**src/rtl/irq_ctrl.sv**
```systemverilog
// Interrupt controller: rising-edge capture into pending bits, masking, fixed
// lowest-index-first arbitration, and a held request until the core acks.
module irq_ctrl #(
    parameter int          N_SRC      = 4,
    parameter logic [31:0] VEC_BASE   = 32'h0000_0000,
    parameter logic [31:0] VEC_STRIDE = 32'h0000_0040
) (
    input  logic             clk,
    input  logic             rst,
    input  logic [N_SRC-1:0] irq_src,
    output logic             irq,
    output logic [31:0]      irq_addr,
    input  logic             irq_ack,
    input  logic             cfg_we,
    input  logic [3:0]       cfg_addr,
    input  logic [31:0]      cfg_wd,
    output logic [31:0]      cfg_rd
);

    // Handshake: irq stays high from arbitration until a one-cycle irq_ack
    // pulse; irq_ack is only honoured while a request is being presented.
    typedef enum logic [1:0] {
        IDLE    = 2'd0,
        ASSERT  = 2'd1,
        HOLDOFF = 2'd2
    } state_t;

    state_t           state_q, state_d;
    logic [N_SRC-1:0] mask_q, mask_d;
    logic [N_SRC-1:0] pending_q, pending_d;
    logic [N_SRC-1:0] prev_q;
    logic [N_SRC-1:0] rise, eligible;
    logic [2:0]       active_id_q, active_id_d, winner;
    logic [31:0]      irq_addr_q, irq_addr_d, win_vec;
    logic [31:0]      vec_q [N_SRC];
    logic [31:0]      vec_d [N_SRC];
    logic             win_found;

    assign rise     = irq_src & ~prev_q;
    assign eligible = pending_q & mask_q;
    assign irq      = (state_q == ASSERT);
    assign irq_addr = irq_addr_q;

    always_comb begin
        winner    = 3'd0;
        win_vec   = vec_q[0];
        win_found = 1'b0;
        for (int i = 0; i < N_SRC; i++) begin
            if (!win_found && eligible[i]) begin
                win_found = 1'b1;
                winner    = 3'(i);
                win_vec   = vec_q[i];
            end
        end
    end

    // Clears are applied before new edges so a coincident rise keeps the bit.
    always_comb begin
        mask_d    = mask_q;
        pending_d = pending_q;
        vec_d     = vec_q;
        if (cfg_we && cfg_addr == 4'd0) mask_d = cfg_wd[N_SRC-1:0];
        if (cfg_we && cfg_addr == 4'd1) pending_d = pending_d & ~cfg_wd[N_SRC-1:0];
        if (state_q == ASSERT && irq_ack) begin
            for (int i = 0; i < N_SRC; i++) begin
                if (active_id_q == 3'(i)) pending_d[i] = 1'b0;
            end
        end
        pending_d = pending_d | rise;
        for (int i = 0; i < N_SRC; i++) begin
            if (cfg_we && cfg_addr == 4'(8 + i)) vec_d[i] = cfg_wd;
        end
    end

    always_comb begin
        state_d     = state_q;
        active_id_d = active_id_q;
        irq_addr_d  = irq_addr_q;
        case (state_q)
            IDLE: begin
                if (win_found) begin
                    state_d     = ASSERT;
                    active_id_d = winner;
                    irq_addr_d  = win_vec;
                end
            end
            ASSERT: begin
                if (irq_ack) state_d = HOLDOFF;
            end
            HOLDOFF: state_d = IDLE;
            default: state_d = IDLE;
        endcase
    end

    always_comb begin
        cfg_rd = 32'd0;
        case (cfg_addr)
            4'd0: cfg_rd[N_SRC-1:0] = mask_q;
            4'd1: cfg_rd[N_SRC-1:0] = pending_q;
            4'd2: cfg_rd = {25'd0, active_id_q, 3'd0, irq};
            default: begin
                for (int i = 0; i < N_SRC; i++) begin
                    if (cfg_addr == 4'(8 + i)) cfg_rd = vec_q[i];
                end
            end
        endcase
    end

    always_ff @(posedge clk or posedge rst) begin
        if (rst) begin
            state_q     <= IDLE;
            mask_q      <= '0;
            pending_q   <= '0;
            prev_q      <= '0;
            active_id_q <= 3'd0;
            irq_addr_q  <= 32'd0;
            for (int i = 0; i < N_SRC; i++) begin
                vec_q[i] <= VEC_BASE + VEC_STRIDE * 32'(i);
            end
        end else begin
            state_q     <= state_d;
            mask_q      <= mask_d;
            pending_q   <= pending_d;
            prev_q      <= irq_src;
            active_id_q <= active_id_d;
            irq_addr_q  <= irq_addr_d;
            vec_q       <= vec_d;
        end
    end

endmodule

```
**config.mk**
```make
export PLATFORM = sky130hd
export DESIGN_NAME = irq_ctrl
export DESIGN_NICKNAME = d
export VERILOG_FILES = /design/src/rtl/irq_ctrl.sv
export SDC_FILE = /design/constraint.sdc
export NUM_CORES = 1
export LEC_CHECK = 0
export ABC_AREA = 1
export BUFFER_PORTS_ARGS = -buffer_cell sky130_fd_sc_hd__buf_2
export CORE_MARGIN = 8
export CORE_UTILIZATION = 59
export DETAILED_ROUTE_END_ITERATION = 12
export GPL_ROUTABILITY_DRIVEN = 0
export PLACE_DENSITY = 0.79
export SYNTH_ARGS = -nofsm -noshare
export SYNTH_HDL_FRONTEND = slang
export SYNTH_SLANG_ARGS = --single-unit
```
**constraint.sdc**
```tcl
create_clock -name clk -period 6.1 [get_ports clk]
set_input_delay 0.305 -clock clk [delete_from_list [all_inputs] [get_ports clk]]
set_output_delay 0.305 -clock clk [all_outputs]
set_load 0.005 [all_outputs]
```
After elaboration in Yosys (flattened, before gate mapping)
Cells that the tools add are included.

Eq/ne operators: 12. Multiplexer cells: 25. Bitwise logic cells: 6. Reduce and logical (&&, ||, !) cells: 19.

Operator list (number): $mux 32 (7); $pmux 28 s2 (1); $eq 4x4->1 const B (4); $and 4x4->4 (3); $pmux 4 s3 (1); $logic_and 1x1->1 (10); $mux 1 (9); $mux 4 (2); $not 4->4 (2); $eq 3x2->1 const B (2); $mux 3 (2); $eq 4x1->1 const B (1); $eq 4x2->1 const B (1); $logic_not 4->1 (1); $mux 2 (2); $or 4x4->4 (1); $pmux 2 s2 (1); $reduce_and 2->1 (2); $eq 3x1->1 const B (1); $logic_not 1->1 (3); $logic_not 3->1 (1); $eq 2x1->1 const B (1); $logic_not 2->1 (1); $ne 2x1->1 const B (1); other kinds (2) (2).

Bits in registers: 177. Output and inout bits: 65. Word-level logic and storage cells: 72.

Longest topological paths before layout
Word-level depth: 13. Mapped depth: 10. Mapped depth without buffers: 8.

Worst setup path after synthesis
OpenSTA, ideal clock, no wires.

Path type: in2out. Start: input port cfg_addr[2]. End: output port cfg_rd[23]. Data arrival time: 1202 ps. Slack: 4593 ps. Stages on the path: 6. Path through: inv_1 nand2_1 nor3_4 clkbuf_1 a21oi_1 a21oi_1.

Longest elaborated chain between the ends: 6. Elaborated cells between the ends (all ways): 13. Classes of those cells: eq/ne (6); mux (5); reduce/logical (2).

RTL lines: start, declared (line 15) `input logic [3:0] cfg_addr,`; $eq 4x4->1 (line 103) `if (cfg_addr == 4'(8 + i)) cfg_rd = vec_q[i];`; $mux 32 (4 in a row) (line 103); $pmux 28 s2 (*) (line 97) `case (cfg_addr)`; end, declared (line 17) `output logic [31:0] cfg_rd`.

Mark *: on every way between the ends. The rest lies on a longest branch, timed or not.

Worst setup path after layout
Start: register pending_q[0]. End: register irq_addr_q[27] (netlist: irq_addr[27]).

Longest elaborated chain between the ends: 12. Elaborated cells between the ends (all ways): 15. Classes of those cells: mux (7); bitwise (1); reduce/logical (7).

RTL lines: start, declared (line 30) `logic [N_SRC-1:0] pending_q, pending_d;`; start signal, assigned (line 123) `pending_q <= pending_d;`; $and 4x4->4 (*) (line 40) `assign eligible = pending_q & mask_q;`; $mux 1 (*) (line 49) `if (!win_found && eligible[i]) begin`; $logic_not 1->1 (line 49); $logic_and 1x1->1 (line 49); $mux 1 (line 49); $logic_not 1->1 (line 49); $logic_and 1x1->1 (line 49); $mux 1 (line 49); $logic_not 1->1 (line 49); $logic_and 1x1->1 (line 49); $mux 1 (line 49); $reduce_and 2->1 (no line); end signal, assigned (line 126) `irq_addr_q <= irq_addr_d;`; end, declared (line 34) `logic [31:0] irq_addr_q, irq_addr_d, win_vec;`.

Marked as above. A chain may end at the register's enable or synchronous reset.

==> metrics.txt <==
# TYPE chip_impl_metric gauge
chip_impl_info{name="outcome",value="finished with violations"} 1
chip_impl_info{name="failing_checks",value="negative hold slack"} 1
chip_impl_info{name="unrepaired_setup_endpoints_after_global_routing",value="no"} 1
chip_impl_metric{name="peakVddDrop",unit="mV"} 0.3193
chip_impl_info{name="timing.setup.critical_path_class",value="register to register"} 1
chip_impl_metric{name="p_per_area",unit="nW/um2"} 394.6
chip_impl_metric{name="route.final.wire_length",unit="um"} 25820
chip_impl_metric{name="cts_buffer_depth",unit=""} 2
chip_impl_metric{name="timing.reg2reg.setup_slack",unit="ns"} 3.39
chip_impl_info{name="crit-reg2reg-capture",value="irq_addr[27]"} 1
chip_impl_metric{name="synthesis.area",unit="um2"} 9117
chip_impl_metric{name="worst_setup_hold_path_clk_slew",unit="ns"} 0.06
chip_impl_metric{name="share_of_the_clock_period_used_by_the_worst_path",unit=""} 0.4449
chip_impl_metric{name="drv.max_cap_violation_count",unit=""} 0
chip_impl_metric{name="starting_utilization_of_the_core_area",unit=""} 0.6020
chip_impl_metric{name="post-cts-setup-buffers",unit=""} 0
chip_impl_metric{name="clkSinkCount",unit=""} 176
chip_impl_metric{name="grt_pass1_wl",unit="um"} 41490
chip_impl_metric{name="first_pass_iters",unit=""} 6
chip_impl_metric{name="synth_compound_area_frac",unit=""} 0.1217
chip_impl_metric{name="static-leakage-power",unit="nW"} 5.639
chip_impl_metric{name="number_of_buffers_created_by_cts",unit=""} 17
chip_impl_metric{name="layout.filler_cells",unit=""} 1346
chip_impl_metric{name="largest_net_degree_at_the_start_of_global_routing",unit=""} 74
chip_impl_metric{name="postSynthRegisterBits",unit=""} 176
chip_impl_metric{name="worst_relative_slew_slack",unit=""} 0.1964
chip_impl_metric{name="power.sequential.fraction",unit=""} 0.411
chip_impl_metric{name="final-instance-count-excl-fill",unit=""} 1552
chip_impl_metric{name="post_route_total_power",unit="W"} 0.004078
chip_impl_metric{name="num_vias",unit=""} 8682
chip_impl_metric{name="synth_simple_gate_area_frac",unit=""} 0.2831
chip_impl_metric{name="power.share.combinational",unit=""} 0.309
chip_impl_info{name="critPathTopFamily",value="buffers and inverters"} 1
chip_impl_metric{name="insertion_delay",unit="ns"} 0.44
chip_impl_metric{name="critical_path_arrival",unit="ns"} 3.04
chip_impl_metric{name="first_global_vias",unit=""} 8129
chip_impl_info{name="clock_tree.root_cell",value="clkbuf_16"} 1
chip_impl_metric{name="dp_cells",unit=""} 1516
chip_impl_metric{name="grt_remaining_overflow",unit=""} 0
chip_impl_metric{name="maximum_fanout_along_the_worst_path",unit=""} 69
chip_impl_info{name="setup.worst_path.end_class",value="register"} 1
chip_impl_metric{name="worst-slew-pin-transition",unit="ns"} 1.201
chip_impl_info{name="rr_startpoint",value="pending_q[0]"} 1
chip_impl_metric{name="p_sw_frac",unit=""} 0.3648
chip_impl_metric{name="postCtsHoldBufs",unit=""} 4
chip_impl_metric{name="critical_path.max_stage_delay",unit="ns"} 0.62
chip_impl_metric{name="clock_network_fraction_of_design_power",unit=""} 0.280
chip_impl_metric{name="drive_gt1_frac",unit=""} 0.1268
chip_impl_metric{name="design.final.nets",unit=""} 1395
chip_impl_metric{name="placement_row_count",unit=""} 45
chip_impl_metric{name="drt-wirelength-per-cell",unit="um"} 16.63
chip_impl_metric{name="dpl-instance-area",unit="um2"} 9678
chip_impl_metric{name="design.die.area",unit="um2"} 19690
chip_impl_metric{name="net-switching-power",unit="W"} 0.001488
chip_impl_metric{name="finalSetupViolCount",unit=""} 0
chip_impl_metric{name="critical_path_required",unit="ns"} 6.43
chip_impl_metric{name="antenna_found_initial",unit=""} 0
chip_impl_metric{name="fin_tns_setup",unit="ns"} 0
chip_impl_info{name="synth_top_family_by_area",value="simple AND/OR/NAND/NOR gates"} 1
chip_impl_info{name="synth.largest_area_cell",value="dfrtp_1"} 1
chip_impl_metric{name="die_width",unit="um"} 140.3
chip_impl_info{name="synth_top_cells_by_area",value="dfrtp_1 (47%), nand2_1 (16%), o21ai_0 (7.5%)"} 1
chip_impl_metric{name="buffer_ports.inserted",unit=""} 108
chip_impl_info{name="worst_path_max_delay_cell",value="buf_4"} 1
chip_impl_info{name="path_cells",value="nand2_2, buf_4, nand4_1, nand2_2, buf_4, nor2_1, nand2_1, nand2_1"} 1
chip_impl_metric{name="core_area",unit="um2"} 15150
chip_impl_metric{name="yosysUniqueCellTypes",unit=""} 19
chip_impl_metric{name="avgViaCountPerCell",unit=""} 5.594
chip_impl_metric{name="drc",unit=""} 0
chip_impl_metric{name="cts_resized",unit=""} 0
chip_impl_metric{name="layout_area_growth_over_synthesis",unit="%"} 13.35
chip_impl_metric{name="path_buf_inv",unit=""} 2
chip_impl_metric{name="synth.area.mux_share",unit=""} 0
chip_impl_metric{name="drc_marker_count_from_the_first_detailed_route_iteration",unit=""} 913
chip_impl_metric{name="place_ws",unit="ns"} 3.393
chip_impl_metric{name="seq_area_frac_synth",unit=""} 0.4836
chip_impl_info{name="cts_tree",value="yes"} 1
chip_impl_metric{name="hold_viol_final",unit=""} 43
chip_impl_metric{name="area.sequential",unit="um2"} 4409
chip_impl_info{name="worstSetupStartpoint",value="pending_q[0]"} 1
chip_impl_metric{name="antenna-diode-count",unit=""} 0
chip_impl_metric{name="worst_hold_slack",unit="ns"} -0.01654
chip_impl_metric{name="synth.yosys.warnings",unit=""} 0
chip_impl_info{name="mostFrequentLayoutCells",value="nand2_1 (398), inv_1 (177), dfrtp_1 (172)"} 1
chip_impl_metric{name="grt.total_usage",unit=""} 0.2620
chip_impl_info{name="mostFrequentLayoutCell",value="nand2_1"} 1
chip_impl_metric{name="final_antenna_net_count",unit=""} 0
chip_impl_metric{name="die_h",unit="um"} 140.3
chip_impl_metric{name="final_area",unit="um2"} 10330
chip_impl_metric{name="synthAdderAreaFrac",unit=""} 0
chip_impl_metric{name="yosysTopAreaCellShare",unit=""} 0.4721
chip_impl_metric{name="synthesis.area_per_instance",unit="um2"} 7.117
chip_impl_metric{name="setup_ws",unit="ns"} 3.386
chip_impl_metric{name="finClkSkew",unit="ns"} 0.007293
chip_impl_info{name="hold_path.class",value="primary input to async pin"} 1
chip_impl_metric{name="timing.final.max_slew_violations",unit=""} 0
chip_impl_metric{name="place_hpwl",unit="um"} 14850
chip_impl_metric{name="period_needed",unit="ns"} 2.714
chip_impl_metric{name="ff2ff_path_depth",unit=""} 8
chip_impl_metric{name="io-pin-count",unit=""} 109
chip_impl_metric{name="netlist_instances",unit=""} 1281
chip_impl_metric{name="worstSetupPathDepth",unit=""} 8
chip_impl_metric{name="combined_area_of_the_multi_input_logic_cells",unit="um2"} 3696
chip_impl_metric{name="max_freq",unit="MHz"} 368.5
chip_impl_metric{name="internal_power",unit="W"} 0.002590
chip_impl_metric{name="syn-num-nets",unit=""} 1325
chip_impl_metric{name="synth_xor_xnor_area_share",unit=""} 0
chip_impl_metric{name="cts-htree-levels",unit=""} 4
chip_impl_info{name="critical_path.startpoint_type",value="register"} 1
-- sequential cells by signal, summed over array words and instances (netlist names) --
name,cells
vec_q,128
irq_addr,32
mask_q,4
pending_q,4
prev_q,4
active_id_q,2
state_q,2
-- power by group through the flow --
stage	Combinational (W)	Clock, W	Sequential [W]
global placement	0.00121	0	0.00168
floorplan	0.000872	0	0.00165
global route	0.00143	0.00120	0.00171
finish	0.00126	0.00114	0.00168
detailed placement	0.00124	0	0.00168
CTS	0.00126	0.00115	0.00167
-- area by class of cell --
| type | instances | share of cell area |
|---|---|---|
| flip-flops and latches | 176 | 0.4266 |
| repair buffers | 126 | 0.06634 |
| clock inverters | 9 | 0.01247 |
| clock buffers | 23 | 0.04722 |
| well taps | 188 | 0.02276 |
| inverters | 183 | 0.06695 |
| multi-input cells | 847 | 0.3576 |
-- cells by family after synthesis --
| family | after synthesis |
|---|---|
| AOI/OAI and AO/OA | 221 |
| buffers and inverters | 258 |
| DFF | 176 |
| and+or+nand+nor | 626 |
-- stage by stage --
stage	utilization	hold slack, ns
floorplan	-	0.3364
global placement	0.6390	0.4076
detailed placement	0.6390	0.4228
CTS	0.6824	0.006134
global route	0.6824	0.03072
finish	0.6824	-0.01654
-- cells in the mapped netlist (all sizes together) --
cell type  count
a21oi         51
buf           42
clkbuf        33
dfrtp        172
dfstp          4
inv          183
nand2        404
nand3         79
nand4         39
nor2         103
nor3           1
o2111ai        1
o21ai        169
-- layer usage --
| layer | global-route usage | up-vias | routed length, um |
|---|---|---|---|
| li1 | - | 4156 | - |
| met1 | 0.3324 | 4082 | 10750 |
| met2 | 0.4382 | 391 | 12480 |
| met3 | 0.05131 | 53 | 2025 |
| met4 | 0.09314 | 0 | 559 |
| met5 | 0 | - | 0 |
-- worst max-delay path by stage --
| stage | end | slack (ns) |
|---|---|---|
| CTS | irq_addr[23] | 3.42 |
| global placement | vec_q[39] | 3.50 |
| detailed placement | vec_q[37] | 3.39 |
| global route | irq_addr[23] | 3.19 |
| finish | irq_addr[27] | 3.39 |
| floorplan | active_id_q[0] | 1.03 |
Power figures use the tool's default switching activity.
